<file path="config.mk">
export PLATFORM = sky130hd
export DESIGN_NAME = tlp_hdr_capture
export DESIGN_NICKNAME = d
export VERILOG_FILES = /design/src/rtl/tlp_pkg.sv /design/src/rtl/tlp_hdr_capture.sv
export SDC_FILE = /design/constraint.sdc
export NUM_CORES = 1
export LEC_CHECK = 0
export CAP_MARGIN = 10
export CORE_UTILIZATION = 50
export CTS_CLUSTER_DIAMETER = 120
export DETAILED_ROUTE_END_ITERATION = 16
export PLACE_DENSITY = 0.95
export SYNTH_ARGS = -nofsm -noshare
export SYNTH_HDL_FRONTEND = slang
export SYNTH_SLANG_ARGS = --single-unit
</file>
<file path="constraint.sdc">
create_clock -name clk -period 9.67 [get_ports clk]
set_input_delay 2.4175 -clock clk [delete_from_list [all_inputs] [get_ports clk]]
set_output_delay 2.4175 -clock clk [all_outputs]
set_load 0.01 [all_outputs]
</file>
<file path="src/rtl/tlp_pkg.sv">
`default_nettype none
// +---------------------------------------------------------------------------+
// | tlp_pkg : shared TLP header field widths, bit positions, fmt decode and   |
// |           the header-capture state encoding.                              |
// | Rev 1.0 : initial release                                                 |
// +---------------------------------------------------------------------------+
package tlp_pkg;

  localparam int c_fmt_w  = 3;
  localparam int c_type_w = 5;
  localparam int c_tc_w   = 3;
  localparam int c_attr_w = 2;
  localparam int c_len_w  = 10;
  localparam int c_be_w   = 4;

  // DW0 bit positions
  localparam int c_fmt_msb  = 31;
  localparam int c_fmt_lsb  = 29;
  localparam int c_type_msb = 28;
  localparam int c_type_lsb = 24;
  localparam int c_tc_msb   = 22;
  localparam int c_tc_lsb   = 20;
  localparam int c_td_bit   = 15;
  localparam int c_ep_bit   = 14;
  localparam int c_attr_msb = 13;
  localparam int c_attr_lsb = 12;
  localparam int c_len_lsb  = 0;

  // DW1 bit positions
  localparam int c_fbe_msb = 3;
  localparam int c_fbe_lsb = 0;
  localparam int c_lbe_msb = 7;
  localparam int c_lbe_lsb = 4;

  typedef enum logic [2:0] {
    ST_IDLE    = 3'd0,
    ST_HDR     = 3'd1,
    ST_HOLD    = 3'd2,
    ST_PAYLOAD = 3'd3,
    ST_DIGEST  = 3'd4,
    ST_DROP    = 3'd5
  } state_e;

  function automatic logic is_4dw(input logic [c_fmt_w-1:0] fmt);
    return (fmt & 3'b001) != 3'b000;
  endfunction

  function automatic logic has_data(input logic [c_fmt_w-1:0] fmt);
    return (fmt & 3'b010) != 3'b000;
  endfunction

endpackage
`default_nettype wire

</file>
<file path="src/rtl/tlp_hdr_capture.sv">
`default_nettype none
// +---------------------------------------------------------------------------+
// | tlp_hdr_capture : assembles a 3DW/4DW TLP header from the receive DW      |
// |                   stream, forwards payload, strips ECRC, flags framing.   |
// | Rev 1.0 : initial release                                                 |
// +---------------------------------------------------------------------------+
module tlp_hdr_capture
  import tlp_pkg::*;
#(
  parameter int DW_W  = 32,
  parameter int LEN_W = c_len_w
) (
  input  logic                clk,
  input  logic                rst,
  input  logic                in_valid,
  output logic                in_ready,
  input  logic [DW_W-1:0]     in_data,
  input  logic                in_sop,
  input  logic                in_eop,
  output logic                hdr_valid,
  input  logic                hdr_ready,
  output logic [c_fmt_w-1:0]  hdr_fmt,
  output logic [c_type_w-1:0] hdr_type,
  output logic [c_tc_w-1:0]   hdr_tc,
  output logic                hdr_td,
  output logic                hdr_ep,
  output logic [c_attr_w-1:0] hdr_attr,
  output logic [LEN_W-1:0]    hdr_len,
  output logic [c_be_w-1:0]   hdr_first_be,
  output logic [c_be_w-1:0]   hdr_last_be,
  output logic [DW_W-1:0]     hdr_addr_hi,
  output logic [DW_W-3:0]     hdr_addr_lo,
  output logic                pl_valid,
  input  logic                pl_ready,
  output logic [DW_W-1:0]     pl_data,
  output logic                pl_last,
  output logic                err_malformed
);

  localparam logic [LEN_W:0] c_cnt_one  = {{LEN_W{1'b0}}, 1'b1};
  localparam logic [LEN_W:0] c_cnt_max  = {1'b1, {LEN_W{1'b0}}};

  state_e                r_state;
  state_e                w_state_nxt;
  logic                  w_accept;
  logic                  w_err;
  logic                  w_hdr_last;
  logic                  w_cnt_one;

  logic                  r_in_ready;
  logic                  r_hdr_valid;
  logic                  r_err;
  logic                  r_err_done;
  logic                  r_eop_seen;
  logic [1:0]            r_hdr_idx;
  logic [LEN_W:0]        r_pl_cnt;

  logic [c_fmt_w-1:0]    r_fmt;
  logic [c_type_w-1:0]   r_type;
  logic [c_tc_w-1:0]     r_tc;
  logic                  r_td;
  logic                  r_ep;
  logic [c_attr_w-1:0]   r_attr;
  logic [LEN_W-1:0]      r_len;
  logic [c_be_w-1:0]     r_first_be;
  logic [c_be_w-1:0]     r_last_be;
  logic [DW_W-1:0]       r_addr_hi;
  logic [DW_W-3:0]       r_addr_lo;

  assign w_accept   = in_valid && in_ready;
  assign w_hdr_last = (r_hdr_idx == (is_4dw(r_fmt) ? 2'd3 : 2'd2));
  assign w_cnt_one  = (r_pl_cnt == c_cnt_one);

  always_ff @(posedge clk or posedge rst) begin
    if (rst) begin
      r_state <= ST_IDLE;
    end else begin
      r_state <= w_state_nxt;
    end
  end

  always_comb begin
    w_state_nxt = r_state;
    w_err       = 1'b0;
    case (r_state)
      ST_IDLE: begin
        if (w_accept) begin
          // A single-beat TLP can never carry a full header.
          if (!in_sop || in_eop) begin
            w_err = 1'b1;
          end else begin
            w_state_nxt = ST_HDR;
          end
        end
      end
      ST_HDR: begin
        if (w_accept) begin
          if (w_hdr_last) begin
            w_state_nxt = ST_HOLD;
            w_err       = in_eop && (has_data(r_fmt) || r_td);
          end else if (in_eop) begin
            w_state_nxt = ST_IDLE;
            w_err       = 1'b1;
          end
        end
      end
      ST_HOLD: begin
        if (hdr_ready) begin
          if (has_data(r_fmt) && !r_eop_seen) begin
            w_state_nxt = ST_PAYLOAD;
          end else if (r_td && !r_eop_seen) begin
            w_state_nxt = ST_DIGEST;
          end else begin
            w_state_nxt = ST_IDLE;
          end
        end
      end
      ST_PAYLOAD: begin
        if (w_accept) begin
          if (w_cnt_one) begin
            if (in_eop) begin
              w_state_nxt = ST_IDLE;
              w_err       = r_td;
            end else begin
              w_state_nxt = r_td ? ST_DIGEST : ST_DROP;
            end
          end else if (in_eop) begin
            w_state_nxt = ST_IDLE;
            w_err       = 1'b1;
          end
        end
      end
      ST_DIGEST: begin
        if (w_accept) begin
          if (in_eop) begin
            w_state_nxt = ST_IDLE;
          end else begin
            w_state_nxt = ST_DROP;
            w_err       = 1'b1;
          end
        end
      end
      ST_DROP: begin
        if (w_accept && in_eop) begin
          w_state_nxt = ST_IDLE;
          w_err       = !r_err_done;
        end
      end
      default: begin
        w_state_nxt = ST_IDLE;
      end
    endcase
  end

  always_comb begin
    in_ready = r_in_ready;
    pl_valid = 1'b0;
    pl_data  = '0;
    pl_last  = 1'b0;
    if (r_state == ST_PAYLOAD) begin
      in_ready = pl_ready;
      pl_valid = in_valid;
      pl_data  = in_data;
      pl_last  = w_cnt_one || in_eop;
    end
  end

  always_ff @(posedge clk or posedge rst) begin
    if (rst) begin
      r_in_ready  <= 1'b1;
      r_hdr_valid <= 1'b0;
      r_err       <= 1'b0;
      r_err_done  <= 1'b0;
      r_eop_seen  <= 1'b0;
      r_hdr_idx   <= 2'd0;
      r_pl_cnt    <= '0;
      r_fmt       <= '0;
      r_type      <= '0;
      r_tc        <= '0;
      r_td        <= 1'b0;
      r_ep        <= 1'b0;
      r_attr      <= '0;
      r_len       <= '0;
      r_first_be  <= '0;
      r_last_be   <= '0;
      r_addr_hi   <= '0;
      r_addr_lo   <= '0;
    end else begin
      r_in_ready  <= (w_state_nxt != ST_HOLD);
      r_hdr_valid <= (w_state_nxt == ST_HOLD);
      r_err       <= w_err;

      if (r_state == ST_IDLE && w_accept && in_sop) begin
        r_fmt      <= in_data[c_fmt_msb:c_fmt_lsb];
        r_type     <= in_data[c_type_msb:c_type_lsb];
        r_tc       <= in_data[c_tc_msb:c_tc_lsb];
        r_td       <= in_data[c_td_bit];
        r_ep       <= in_data[c_ep_bit];
        r_attr     <= in_data[c_attr_msb:c_attr_lsb];
        r_len      <= in_data[c_len_lsb +: LEN_W];
        r_first_be <= '0;
        r_last_be  <= '0;
        r_addr_hi  <= '0;
        r_addr_lo  <= '0;
        r_hdr_idx  <= 2'd1;
        r_eop_seen <= 1'b0;
        r_err_done <= 1'b0;
      end

      if (r_state == ST_HDR && w_accept) begin
        r_hdr_idx  <= r_hdr_idx + 2'd1;
        r_eop_seen <= in_eop;
        case (r_hdr_idx)
          2'd1: begin
            r_first_be <= in_data[c_fbe_msb:c_fbe_lsb];
            r_last_be  <= in_data[c_lbe_msb:c_lbe_lsb];
          end
          2'd2: begin
            // DW2 is the upper address for 4DW headers, the only address otherwise.
            if (is_4dw(r_fmt)) begin
              r_addr_hi <= in_data;
            end else begin
              r_addr_lo <= in_data[DW_W-1:2];
            end
          end
          2'd3: begin
            r_addr_lo <= in_data[DW_W-1:2];
          end
          default: begin
          end
        endcase
      end

      if (r_state == ST_HOLD && hdr_ready) begin
        r_pl_cnt <= (r_len == '0) ? c_cnt_max : {1'b0, r_len};
      end else if (r_state == ST_PAYLOAD && w_accept) begin
        r_pl_cnt <= r_pl_cnt - c_cnt_one;
      end

      if (w_err) begin
        r_err_done <= 1'b1;
      end
    end
  end

  assign hdr_valid     = r_hdr_valid;
  assign err_malformed = r_err;
  assign hdr_fmt       = r_fmt;
  assign hdr_type      = r_type;
  assign hdr_tc        = r_tc;
  assign hdr_td        = r_td;
  assign hdr_ep        = r_ep;
  assign hdr_attr      = r_attr;
  assign hdr_len       = r_len;
  assign hdr_first_be  = r_first_be;
  assign hdr_last_be   = r_last_be;
  assign hdr_addr_hi   = r_addr_hi;
  assign hdr_addr_lo   = r_addr_lo;

endmodule
`default_nettype wire

</file>
Yosys cells after proc, flatten, opt, wreduce, memory -nomap -nowiden --
Index checks and enable logic that the tools add are counted.
Storage, ports and cells: register bits after elaboration 116, input bits 39, output and inout port bits 132, logic and storage cells 109
Cells by class: $add $sub $neg 2, equality and inequality tests 12, mux-type cells 55, reductions and logical operators 21
Operator list (count):
- 32-bit 2-to-1 mux | 5
- 30-bit 2-to-1 mux | 3
- 30-bit one-hot mux with 2 select lines | 1
- 3-bit 2-to-1 mux | 14
- 11-bit 2-to-1 mux | 3
- 4-bit 2-to-1 mux | 6
- 1-bit 2-to-1 mux | 19
- 3-bit one-hot mux with 6 select lines | 1
- 11-bit by 1-bit equality test with 1-bit output, second input constant | 1
- 11-bit by 1-bit subtractor with 11-bit output, second input constant | 1
- 1-bit logical AND | 10
- 10-bit logical NOT | 1
- 3-bit by 2-bit equality test with 1-bit output, second input constant | 3
- 3-bit equality test, second input constant | 2
- 2-bit nonzero test | 3
- 1-bit one-hot mux with 5 select lines | 1
- 2-bit equality test, second input constant | 2
- 2-bit 2-to-1 mux | 2
- 3-bit by 1-bit equality test with 1-bit output, second input constant | 1
- 1-bit logical NOT | 3
- 3-bit logical NOT | 1
- 1-bit logical OR | 3
- 3-bit by 2-bit inequality test with 1-bit output, second input constant | 1
- 2-bit by 1-bit adder with 2-bit output, second input constant | 1
- other kinds (2) | 2

Depth between registers and ports, before layout --
word-level depth 9, depth in mapped cells 10, gate-level depth less buffers 7

Worst setup path after synthesis --
OpenSTA, ideal clock, no wires.
path kind input port to output port, start input port in_eop, end output port pl_last, arrival time 2.671 ns, data required time 7.253 ns, setup slack 4.582 ns, stages 2, buffers on the path 0, path through a31oi_1 -> nor2_1
Between the ends: cells in the longest elaborated chain, start to end 2
Ends and longest elaborated chain:
- start: declaration | RTL line tlp_hdr_capture.sv:19 | input logic in_eop,
- 1-bit logical OR | RTL line tlp_hdr_capture.sv:164 | pl_last = w_cnt_one || in_eop;
- 1-bit 2-to-1 mux | RTL line tlp_hdr_capture.sv:160 | if (r_state == ST_PAYLOAD) begin
- end: declaration | RTL line tlp_hdr_capture.sv:36 | output logic pl_last,
No other way between the ends.

Worst setup path in the final report --
Ends and elaborated chain as after synthesis.

==> results.cfg <==
[cts]
ctsHoldBuffers = 0
insertion_delay_ns = 0.52
cts.reportedPaths.clkPinSlew_ns = 0.06
cts.htree.levels = 4
cts_resized = 0
cts_tree = done
numClockSinks = 116
clockBufferDepth = 2
cts_buffers = 17
ctsRootBufferMaster = clkbuf_8
post_cts_buffers = 0

[timing]
tightestPinTransition_ns = 1.23
fmax_mhz = 161
finalHoldViolCount = 0
maxSlewViolCount = 0
finalCritPeriodShare = 0.642
min_period_ns = 6.21
fin_skew_ns = 0.00895
rsz0062_at_grt = no
maxSlewHeadroom = 0.182
tns_ns = 0
finalSetupViolCount = 0

[logic_synthesis]
synth-edff-count = 0
synth_top_family_by_area = simple AND/OR/NAND/NOR gates
yosysSeqAreaShare = 0.546
muxShareOfSynthArea = 0.0567
synthSimpleGateAreaFrac = 0.220
yosysTopAreaCell = dfrtp_1
async_reset_ff_frac = 1.00
synthesis.nets = 552
synth_top_area_frac = 0.541
synthAdderAreaFrac = 0.0118
synth_seq_cells = 116
yosys_warnings = 0
synthTopCellsByArea = dfrtp_1, nand2_1, mux2_2
synth-xor-area-share = 0.0115
synth.cell_area_um2 = 5320
avgSynthCellArea_um2 = 10.5
synth.distinct_cells = 58
synth-main-ff-cell = dfrtp_1
synthCells = 508
synth_compound_area_frac = 0.113

[routing]
drt-total-wl_mm = 15.0
wl_per_cell_um = 18.4
viasPerCell = 5.68
vias = 4630
ant_nets = 0
drc_errors = 0
drt_iter0_drc = 255
drtPass1Iterations = 5

[run]
maxCapViolations = 0

[power]
ir_drop_mv = 0.195
p_per_area_nw_per_um2 = 303
p_leak_nw = 3.41

[die]
start_util = 0.515
core_area_um2 = 10300
die_width_um = 105
io_pins = 171
rows = 37
dieArea_um2 = 11100
fp.dieH_um = 105

[final_layout]
final_common_cell = clkdlybuf4s50_1
drive_gt1_frac = 0.115
multiInputGateArea_um2 = 2200
fill_cells = 673
final_cell_mix = clkdlybuf4s50_1, dfrtp_1, nand2_1
fin_nets = 710
fin_area_um2 = 7630
syn2layout_area_growth_pct = 43.3
final-seq-area_um2 = 2900
diodes = 0

[placement]
gp_congestion = 0.905
place_hpwl_mm = 9.92
portBuffers = 170
placed_area_um2 = 7040

[critical_path]
reg2regPathDepth = 5
worst_setup_path_end_kind = output port
cp.required_ns = 7.25
cp.arrival_ns = 3.79
cp-start-kind = primary input
crit_type = in -> out
worst-path-max-fanout = 8

[grt]
gr-total-overflow = 0
first_global_vias = 4726
antenna_found_initial = 0
grt_pass1_wl_mm = 24.5
grt_max_degree = 82
track_usage = 0.286

[min_path]
hold_path.class = reg -> reg
whs_path_depth = 1

[status]
status = finished, final reports clean
[layout make-up]
class	count	share of cell area
inverter	9	0.00476
tap	136	0.0223
multi-input combinational	349	0.289
sequential	116	0.381
clock inverter	14	0.0212
timing repair buffer	173	0.226
clock buffer	18	0.0561
[Yosys cell counts, drive strengths merged (2+ instances only)]
| cell | n |
|---|---|
| a211oi | 2 |
| a21o | 2 |
| a21oi | 3 |
| a22o | 26 |
| a31o | 4 |
| a32o | 5 |
| a32oi | 3 |
| and2 | 36 |
| and3 | 4 |
| buf | 28 |
| clkbuf | 6 |
| dfrtp | 115 |
| ha | 5 |
| inv | 9 |
| mux2 | 25 |
| mux2i | 2 |
| nand2 | 103 |
| nand2b | 2 |
| nand3 | 42 |
| nand4 | 3 |
| nand4b | 2 |
| nor2 | 16 |
| nor2b | 8 |
| nor3 | 5 |
| nor4 | 2 |
| o21a | 2 |
| o21ai | 21 |
| o221ai | 2 |
| o22ai | 3 |
| or4 | 2 |
| xnor2 | 3 |
| xor2 | 4 |
[final timing paths]
kind,endpoint,slack (ns),start
max in group asynchronous,hdr_addr_lo[6],6.05,rst
setup / recovery,pl_last,3.46,in_eop
hold / removal,r_err_done,0.50,r_err_done
min in group asynchronous,hdr_tc[1],2.36,rst
setup reg to reg,hdr_addr_lo[25],6.74,r_in_ready
hold reg to reg,r_err_done,0.50,r_err_done
[per-layer routing]
layer,GRT usage,wire length (um),vias up,part of all wire
met5,0,0,-,0
met4,0.104,252,0,0.017
met3,0.0774,1310,28,0.088
met2,0.480,7540,252,0.50
met1,0.354,5890,2272,0.39
li1,-,-,2078,-
[power by group]
| group | switching [W] | leakage (nW) | total [W] | internal, W |
|---|---|---|---|---|
| combinational | 0.000379 | 1.62 | 0.000850 | 0.000472 |
| clock | 0.000226 | 0.278 | 0.000622 | 0.000396 |
| sequential | 0.000166 | 1.52 | 0.000836 | 0.000671 |
[metrics by stage]
step	std cells	total power (W)	util	hold slack, ns	setup WS, ns
2_1_floorplan	508	0.00123	-	0.443	4.18
4_1_cts	815	0.00232	0.739	0.500	3.46
5_1_grt	815	0.00242	0.739	0.518	3.40
6_report	815	0.00231	0.739	0.496	3.46
3_3_place_gp	783	0.00164	0.682	0.464	3.48
3_5_place_dp	783	0.00168	0.682	0.481	3.47
[flip-flops by register name, summed over array words and instances, names as in the netlist, 3 cells and up]
register	count
hdr_tc	3
r_state	3
hdr_type	5
hdr_addr_hi	32
hdr_len	10
r_pl_cnt	11
hdr_first_be	4
hdr_addr_lo	30
hdr_fmt	3
hdr_last_be	4
[critical path, stage by stage]
cell and delay (ns):
clkdlybuf4s50_1 0.62, a31oi_1 0.10, nor2_1 0.12, clkdlybuf4s50_1 0.54
[cells by family after synthesis]
group,after synthesis
fa+ha+maj,5
flops,116
xor+xnor,7
compound gates,79
simple gates,231
buf+inv,43
mux,27
(Power assumes the default switching activity.)
